==> src/rtl/tetris_pkg.sv <==
// tetris_pkg: shared playfield geometry defaults, cell type and row-loader states
package tetris_pkg;
  localparam int DEF_COLS = 10;
  localparam int DEF_ROWS = 20;
  localparam int DEF_ROW_STRIDE = 16;
  localparam int DEF_CELL_W = 16;
  typedef logic [DEF_CELL_W-1:0] cell_t;
  typedef enum logic [1:0] {IDLE, LOAD, FETCH, DONE} rowfetch_state_e;
endpackage

==> src/rtl/row_fetch_buffer_if.sv <==
// row_fetch_buffer_if: SDRAM read-FIFO side of the row loader
interface row_fetch_buffer_if #(
  parameter int ADDR_W = 25,
  parameter int CELL_W = 16
);
  logic rd_load;
  logic [ADDR_W-1:0] rd_addr;
  logic rd;
  logic [CELL_W-1:0] rd_data;
  logic [15:0] rd_use;
  modport master(output rd_load, rd_addr, rd, input rd_data, rd_use);
  modport slave(input rd_load, rd_addr, rd, output rd_data, rd_use);
endinterface

==> src/rtl/row_bank.sv <==
// row_bank: front/back row register banks; writes go to the back bank, reads see the front
module row_bank #(
  parameter int COLS = 10,
  parameter int CELL_W = 16,
  parameter int IW = $clog2(COLS + 1)
) (
  input  logic clk,
  input  logic rst,
  input  logic we,
  input  logic zero,
  input  logic swap,
  input  logic [IW-1:0] widx,
  input  logic [CELL_W-1:0] wdata,
  output logic [CELL_W-1:0] row_data [COLS]
);
  logic [CELL_W-1:0] bank [2][COLS];
  logic sel;
  always_ff @(posedge clk or posedge rst)
    if (rst) begin
      sel <= 1'b0;
      for (int i = 0; i < COLS; i++) begin
        bank[0][i] <= '0;
        bank[1][i] <= '0;
      end
    end else begin
      if (swap) sel <= ~sel;
      for (int i = 0; i < COLS; i++)
        if (zero || (we && int'(widx) == i)) bank[~sel][i] <= zero ? '0 : wdata;
    end
  always_comb
    for (int i = 0; i < COLS; i++) row_data[i] = bank[sel][i];
endmodule

==> src/rtl/row_fetch_buffer.sv <==
// row_fetch_buffer: double-buffered playfield row loader from the SDRAM read FIFO
module row_fetch_buffer
  import tetris_pkg::*;
#(
  parameter int COLS = DEF_COLS,
  parameter int CELL_W = DEF_CELL_W,
  parameter int ROWS = DEF_ROWS,
  parameter int ROW_STRIDE = DEF_ROW_STRIDE,
  parameter int ADDR_W = 25,
  parameter logic [ADDR_W-1:0] BASE_ADDR = '0,
  parameter int TIMEOUT = 255
) (
  input  logic Clk,
  input  logic Reset,
  input  logic hs,
  input  logic ld_row,
  input  logic [7:0] row_num,
  output logic busy,
  row_fetch_buffer_if.master sd,
  output logic [CELL_W-1:0] row_data [COLS],
  output logic [7:0] row_num_out,
  output logic row_ready,
  output logic fetch_err
);
  localparam int CW = $clog2(COLS + 1);
  localparam int IW = $clog2(TIMEOUT + 1);
  rowfetch_state_e state, state_n;
  logic [CW-1:0] issued, captured;
  logic [IW-1:0] idle;
  logic [ADDR_W-1:0] rd_addr;
  logic [7:0] row_q;
  logic rd, rd_prev, done_arm, take, zero, timeout, swap, in_range;
  assign in_range = int'(row_num) < ROWS;
  assign busy = state != IDLE;
  assign sd.rd_load = state == LOAD;
  assign sd.rd_addr = rd_addr;
  assign sd.rd = rd;
  always_ff @(posedge Clk or posedge Reset)
    if (Reset) state <= IDLE;
    else state <= state_n;
  // the back bank is cleared before every fill so a timeout leaves the unfetched cells at zero
  always_comb begin
    state_n = state;
    rd = 1'b0;
    take = 1'b0;
    zero = 1'b0;
    timeout = 1'b0;
    swap = 1'b0;
    case (state)
      IDLE: begin
        take = ld_row && !row_ready;
        zero = take && !in_range;
        state_n = !take ? IDLE : in_range ? LOAD : DONE;
      end
      LOAD: begin
        zero = 1'b1;
        state_n = FETCH;
      end
      FETCH: begin
        rd = int'(issued) < COLS && (sd.rd_use > 16'd1 || (sd.rd_use == 16'd1 && !rd_prev));
        timeout = !rd_prev && int'(idle) == TIMEOUT - 1;
        state_n = (rd_prev && int'(captured) == COLS - 1) || timeout ? DONE : FETCH;
      end
      default: begin
        swap = done_arm && hs;
        state_n = swap ? IDLE : DONE;
      end
    endcase
  end
  // done_arm keeps an hs in the first DONE cycle from swapping
  always_ff @(posedge Clk or posedge Reset)
    if (Reset) begin
      issued <= '0;
      captured <= '0;
      idle <= '0;
      rd_addr <= '0;
      row_q <= '0;
      rd_prev <= 1'b0;
      done_arm <= 1'b0;
      row_ready <= 1'b0;
      fetch_err <= 1'b0;
      row_num_out <= '0;
    end else begin
      rd_prev <= rd;
      done_arm <= state == DONE;
      row_ready <= swap;
      if (timeout) fetch_err <= 1'b1;
      if (swap) row_num_out <= row_q;
      if (take) row_q <= row_num;
      if (take && in_range) rd_addr <= BASE_ADDR + ADDR_W'(row_num) * ADDR_W'(ROW_STRIDE);
      if (state == LOAD) begin
        issued <= '0;
        captured <= '0;
        idle <= '0;
      end else if (state == FETCH) begin
        if (rd) issued <= issued + 1'b1;
        if (rd_prev) captured <= captured + 1'b1;
        idle <= rd_prev ? '0 : idle + 1'b1;
      end
    end
  row_bank #(.COLS(COLS), .CELL_W(CELL_W), .IW(CW)) u_bank (
    .clk(Clk),
    .rst(Reset),
    .we(state == FETCH && rd_prev),
    .zero(zero),
    .swap(swap),
    .widx(captured),
    .wdata(sd.rd_data),
    .row_data(row_data)
  );
endmodule

==> src/flat_wrapper.sv <==
// flat-port wrapper written by rule: the top's interface ports become plain ports
module row_fetch_buffer_flat import tetris_pkg::*;
#(
  parameter int COLS = DEF_COLS,
  parameter int CELL_W = DEF_CELL_W,
  parameter int ROWS = DEF_ROWS,
  parameter int ROW_STRIDE = DEF_ROW_STRIDE,
  parameter int ADDR_W = 25,
  parameter logic [ADDR_W-1:0] BASE_ADDR = '0,
  parameter int TIMEOUT = 255
)
  (Clk, Reset, hs, ld_row, row_num, busy, row_data, row_num_out, row_ready, fetch_err, sd_rd_load, sd_rd_addr, sd_rd, sd_rd_data, sd_rd_use);
  row_fetch_buffer_if #(.ADDR_W(ADDR_W), .CELL_W(CELL_W)) sd_i ();
  input  logic Clk;
  input  logic Reset;
  input  logic hs;
  input  logic ld_row;
  input  logic [7:0] row_num;
  output logic busy;
  output logic [CELL_W-1:0] row_data[COLS];
  output logic [7:0] row_num_out;
  output logic row_ready;
  output logic fetch_err;
  output wire logic [$bits(sd_i.rd_load)-1:0] sd_rd_load;
  output wire logic [$bits(sd_i.rd_addr)-1:0] sd_rd_addr;
  output wire logic [$bits(sd_i.rd)-1:0] sd_rd;
  input wire logic [$bits(sd_i.rd_data)-1:0] sd_rd_data;
  input wire logic [$bits(sd_i.rd_use)-1:0] sd_rd_use;
  assign sd_rd_load = sd_i.rd_load;
  assign sd_rd_addr = sd_i.rd_addr;
  assign sd_rd = sd_i.rd;
  assign sd_i.rd_data = sd_rd_data;
  assign sd_i.rd_use = sd_rd_use;
  row_fetch_buffer #(.COLS(COLS), .CELL_W(CELL_W), .ROWS(ROWS), .ROW_STRIDE(ROW_STRIDE), .ADDR_W(ADDR_W), .BASE_ADDR(BASE_ADDR), .TIMEOUT(TIMEOUT)) u_core (.Clk(Clk), .Reset(Reset), .hs(hs), .ld_row(ld_row), .row_num(row_num), .busy(busy), .sd(sd_i), .row_data(row_data), .row_num_out(row_num_out), .row_ready(row_ready), .fetch_err(fetch_err));
endmodule
==> config.mk <==
export PLATFORM = sky130hd
export DESIGN_NAME = row_fetch_buffer_flat
export DESIGN_NICKNAME = d
export VERILOG_FILES = /design/src/rtl/tetris_pkg.sv /design/src/rtl/row_fetch_buffer_if.sv /design/src/rtl/row_bank.sv /design/src/rtl/row_fetch_buffer.sv /design/src/flat_wrapper.sv
export SDC_FILE = /design/constraint.sdc
export NUM_CORES = 1
export LEC_CHECK = 0
export CELL_PAD_IN_SITES_DETAIL_PLACEMENT = 1
export CELL_PAD_IN_SITES_GLOBAL_PLACEMENT = 1
export CORE_MARGIN = 2
export CORE_UTILIZATION = 40
export CTS_CLUSTER_DIAMETER = 50
export DETAILED_ROUTE_END_ITERATION = 8
export PLACE_DENSITY_LB_ADDON = 0.2
export SYNTH_ARGS = -nofsm -noshare
export SYNTH_HDL_FRONTEND = slang
export SYNTH_SLANG_ARGS = --single-unit
==> constraint.sdc <==
create_clock -name Clk -period 13.9 [get_ports Clk]
set_input_delay 3.475 -clock Clk [delete_from_list [all_inputs] [get_ports Clk]]
set_output_delay 3.475 -clock Clk [all_outputs]
set_load 0.02 [all_outputs]
**Word level (Yosys, flattened, before mapping)**

Cells that the tools add are included.
Widths: inputs -> output; s select.

- Bitwise operators: 3
- Reductions and logical operators: 44
- Equal/unequal tests: 14
- Muxes and demuxes: 63
- Add/subtract/negate cells: 3
- Order comparisons: 6

Operator list:

| operator | number |
|---|---|
| $bwmux 320 | 10 |
| $mux 320 | 10 |
| $demux 160 s1 | 10 |
| $mux 160 | 4 |
| $mux 144 | 1 |
| $mux 128 | 1 |
| $mux 112 | 1 |
| $mux 96 | 1 |
| $mux 80 | 1 |
| $mux 64 | 1 |
| $mux 48 | 1 |
| $mux 16 | 2 |
| $mux 32 | 1 |
| $eq 4x4->1 const B | 6 |
| $mux 4 | 6 |
| $mux 8 | 3 |
| $logic_and 1x1->1 | 20 |
| $eq 16x1->1 const B | 1 |
| $gt 16x1->1 const B | 1 |
| $logic_or 1x1->1 | 12 |
| $add 4x1->4 const B | 2 |
| $add 8x1->8 const B | 1 |
| $eq 4x3->1 const B | 2 |
| $eq 8x2->1 const B | 1 |
| 19 further kinds | 34 |

- Input bits: 44
- Logic and storage cells: 165
- Register bits after elaboration: 367

**Logic depth before layout (Yosys ltp)**

- Depth in word-level cells: 26
- Mapped depth: 9

**Modules after synthesis**

From an unflattened synthesis, not the netlist that was laid out.

- Cells, all modules: 1,850
- Area, all modules: 18,521.5 µm²

Modules (own cells, without submodules):

| module | area each (µm²) | cells an instance | times used |
|---|---|---|---|
| row_bank | 16,266.9 | 1,665 | 1 |
| row_fetch_buffer | 2,254.7 | 185 | 1 |

**Worst setup path before layout**

Ideal clock, no wire load.

- Kind: input-to-output
- From: input sd_rd_use[15]
- To: output sd_rd
- Arrival: 4.230 ns
- Buffers on the path: 0
- Slack: 6.195 ns
- Stages on the path: 3
- Required time: 10.425 ns
- Cell sequence: nor4_1 > o2111ai_1 > o21a_1

- Word-level cells in the longest chain between the ends: 5
- Elaborated cells between the ends (all ways): 6
- Classes of those cells: order compare (1); eq/ne (1); mux (1); reduce/logical (3)

Ends and longest elaborated chain:

| what | line | source |
|---|---|---|
| start: declaration | flat_wrapper.sv:28 | `input wire logic [$bits(sd_i.rd_use)-1:0] sd_rd_use;` |
| branches (longest 2 deep; another with $gt 16x1->1) | -- |  |
| $logic_or 1x1->1 (*) | row_fetch_buffer.sv:60 | `rd = int'(issued) < COLS && (sd.rd_use > 16'd1 \|\| (sd.rd_use == 16'd1 && !rd_prev));` |
| $logic_and 1x1->1 (*) | row_fetch_buffer.sv:60 |  |
| $mux 1 (*) | row_fetch_buffer.sv:49 | `case (state)` |
| end: declaration | flat_wrapper.sv:26 | `output wire logic [$bits(sd_i.rd)-1:0] sd_rd;` |

Mark *: on every way between the ends.

**Final worst setup path**

- From: input sd_rd_use[7]
- To: output sd_rd

Same word-level chain as after synthesis.

==> results.json <==
{
  "finalCriticalPeriod_ps": 8773,
  "syn_area_um2": 16030,
  "dr_wl_met2_um": 22950,
  "hold_start": "u_core.fetch_err$_DFFE_PP0P_",
  "ios": 242,
  "finalPower_mw": 4.803,
  "tightestPinTransition_ps": 1280,
  "viasPerCell": 5.683,
  "synth.distinct_cells": 47,
  "mostFrequentLayoutCells": "366 x dfrtp_1, 320 x a22o_1, 224 x clkdlybuf4s50_1",
  "synthCells": 1163,
  "nets": 1421,
  "fin_crit_sh": 0.6311,
  "postCtsHoldBufs": 0,
  "cap_violations": 0,
  "rsz0062_at_grt": "false",
  "synthArstFlopShare": 1.000,
  "final_common_cell": "dfrtp_1",
  "synth_fa_ha_area_frac": 0.009368,
  "first_global_vias": 11770,
  "cts_tree": "yes",
  "synthSimpleGateAreaFrac": 0.04169,
  "p_per_area_nw_per_um2": 237.8,
  "drtIter0Drc": 611,
  "endpoint_kind": "primary output",
  "clkTransAtPathRegs_ps": 50,
  "status": "finished, final reports clean",
  "synthFlopType": "dfrtp_1",
  "top_layer": "met4",
  "finalSetupViolCount": 0,
  "wl_met3_um": 2422,
  "wl_met1_um": 20830,
  "avgSynthCellArea_um2": 13.78,
  "die-width_um": 204.2,
  "start_util": 0.4043,
  "core_um2": 39640,
  "cp-start-kind": "input pin",
  "synth-seq-area-share": 0.5730,
  "dr.pass1.iters": 5,
  "p_leak_nw": 9.260,
  "synth_edf_count": 0,
  "grt_max_degree": 95,
  "drc": 0,
  "finClkSkew_ps": 17.25,
  "post_cts_buffers": 0,
  "clock_sinks": 367,
  "slew_viol_final": 0,
  "synth.area.mux_share": 0.1279,
  "synth_seq_cells": 367,
  "reg2reg_to": "u_core.u_bank.bank[248]$_DFFE_PP0P_",
  "synth-xor-area-share": 0.002186,
  "hpwlAfterDp_um": 28140,
  "yosysWarnings": 0,
  "regToRegSetupSlack_ps": 9910,
  "clk_path_buf_depth": 3,
  "reg2reg_depth": 5,
  "min_delay_path_depth": 1,
  "vdd.ir_drop.worst_uv": 110.7,
  "hold_viol": 0,
  "critPathArrivalTime_ps": 5300,
  "max-slew-margin-rel": 0.1437,
  "synth_top_family_by_area": "compound AO/OA/AOI/OAI gates",
  "wl_um": 47150,
  "hold_path_end": "u_core.fetch_err$_DFFE_PP0P_",
  "cp_max_fo": 5,
  "dieArea_um2": 41690,
  "worstHoldPathType": "flip-flop to flip-flop",
  "fmax_mhz": 114.0,
  "areaGrowthSynthToFinish_pct": 26.03,
  "antennaDiodeCount": 0,
  "vias": 10940,
  "grt_pass1_wl_um": 73400,
  "numPortBuffers": 224,
  "required_ps": 10430,
  "layout-drive-gt1-share": 0.2479,
  "critPathKind": "input pin to primary output",
  "wl_per_cell_um": 24.49,
  "insertion_delay_ps": 570,
  "grt_usage": 0.2298,
  "synth_compound_area_frac": 0.2029,
  "antenna_found_initial": 0,
  "ctsResizeCount": 0,
  "rows": 73,
  "fin_setup_tns_ps": 0,
  "root_buffer": "clkbuf_16",
  "overflow": 0,
  "worst_r2r_startpoint": "u_core.u_bank.sel$_DFFE_PP0P_",
  "cts_buffers": 44,
  "gp_congestion": 0.7210,
  "htreeDepth": 2,
  "die_h_um": 204.2,
  "ant_nets": 0
}
power by group:
part | internal, mW | total (mW) | switching, mW
clock | 0.728 | 1.21 | 0.482
combinational | 0.931 | 1.89 | 0.958
sequential | 1.45 | 1.71 | 0.258
total | 3.11 | 4.80 | 1.70
worst max path at each step:
stage	start	to	slack [ps]	depth (start not counted)
global placement	sd_rd_use[15]	sd_rd	5190	5
CTS	sd_rd_use[7]	sd_rd	5110	5
finish	sd_rd_use[7]	sd_rd	5130	5
floorplan	Reset	u_core.captured[0]$_DFFE_PP0P_	240	1
detailed placement	sd_rd_use[7]	sd_rd	5120	5
global route	sd_rd_use[6]	sd_rd	4950	5
Yosys cell counts, types with 2 or more instances:
| library cell | instances | area, um^2 |
|---|---|---|
| nor3_1 | 5 | 25.02 |
| nor3_4 | 4 | 65.06 |
| buf_2 | 53 | 265.3 |
| or2_2 | 3 | 18.77 |
| xor2_1 | 3 | 26.28 |
| nand4_1 | 3 | 18.77 |
| a22o_1 | 320 | 2803 |
| mux2_2 | 182 | 2049 |
| nor2b_1 | 3 | 18.77 |
| and2_1 | 5 | 31.28 |
| inv_1 | 12 | 45.04 |
| nand3b_1 | 5 | 37.54 |
| dfrtp_1 | 367 | 9184 |
| o21ai_0 | 11 | 55.05 |
| clkbuf_1 | 42 | 157.7 |
| o31ai_2 | 20 | 250.2 |
| a21oi_1 | 3 | 15.01 |
| buf_4 | 27 | 202.7 |
| nand3_1 | 6 | 30.03 |
| o211ai_1 | 2 | 15.01 |
| nor2_1 | 13 | 48.80 |
| nor4_1 | 3 | 18.77 |
| nor3_2 | 13 | 130.1 |
| a32o_1 | 3 | 30.03 |
| or3_1 | 8 | 50.05 |
| nand2_1 | 10 | 37.54 |
| ha_1 | 12 | 150.1 |
| nand2b_1 | 3 | 18.77 |
| nor4_4 | 4 | 85.08 |
stage by stage:
stage	cell area [um^2]	util	cells	worst slack [ps]	hold slack, ps
2_1_floorplan	16090	-	1179	236.2	467.2
3_3_place_gp	18670	0.4709	1844	5190	455.5
6_report	20200	0.5096	1925	5127	474.3
5_1_grt	20200	0.5096	1925	4952	494.0
4_1_cts	20200	0.5096	1925	5114	478.5
3_5_place_dp	18670	0.4709	1844	5122	460.1
metal layers:
layer,global-route usage,vias to the layer above
met2,0.3736,246
li1,-,4802
met5,0,-
met1,0.3145,5828
met4,0.05383,0
met3,0.05054,64
sequential cells by signal, summed over array words and instances (netlist names):
| register | flops |
|---|---|
| u_core.sd.rd_addr | 8 |
| u_core.row_ready | 1 |
| u_core.u_bank.bank | 320 |
| u_core.fetch_err | 1 |
| u_core.u_bank.sel | 1 |
| u_core.row_num_out | 8 |
| u_core.issued | 4 |
| u_core.state | 2 |
| u_core.rd_prev | 1 |
| u_core.row_q | 8 |
| u_core.done_arm | 1 |
| u_core.idle | 8 |
| u_core.captured | 4 |
kinds of logic (layout without fill, tap and decap cells):
| kind of cell | Yosys count | after routing |
|---|---|---|
| xor gates and xnor gates | 4 | 4 |
| muxes | 182 | 182 |
| other | 1 | 17 |
| AOI/OAI and AO/OA | 369 | 369 |
| and+or+nand+nor | 92 | 92 |
| buffers and inverters | 136 | 357 |
| adders and majority gates | 12 | 12 |
| DFF | 367 | 367 |
critical path, stage by stage:
cell             delay (ps)
clkdlybuf4s50_1         400
nor4_1                  320
o2111ai_1               250
o21a_1                  300
clkdlybuf4s50_1         560
layout make-up:
cell class	instances	area, um^2
Clock inverter	25	305.3
Tap cell	525	656.9
Clock buffer	56	1227
Inverter	12	52.55
Fill cell	3956	19440
Timing Repair Buffer	264	2542
Multi-Input combinational cell	676	6228
Sequential cell	367	9188
Power figures use the tool's default switching activity.
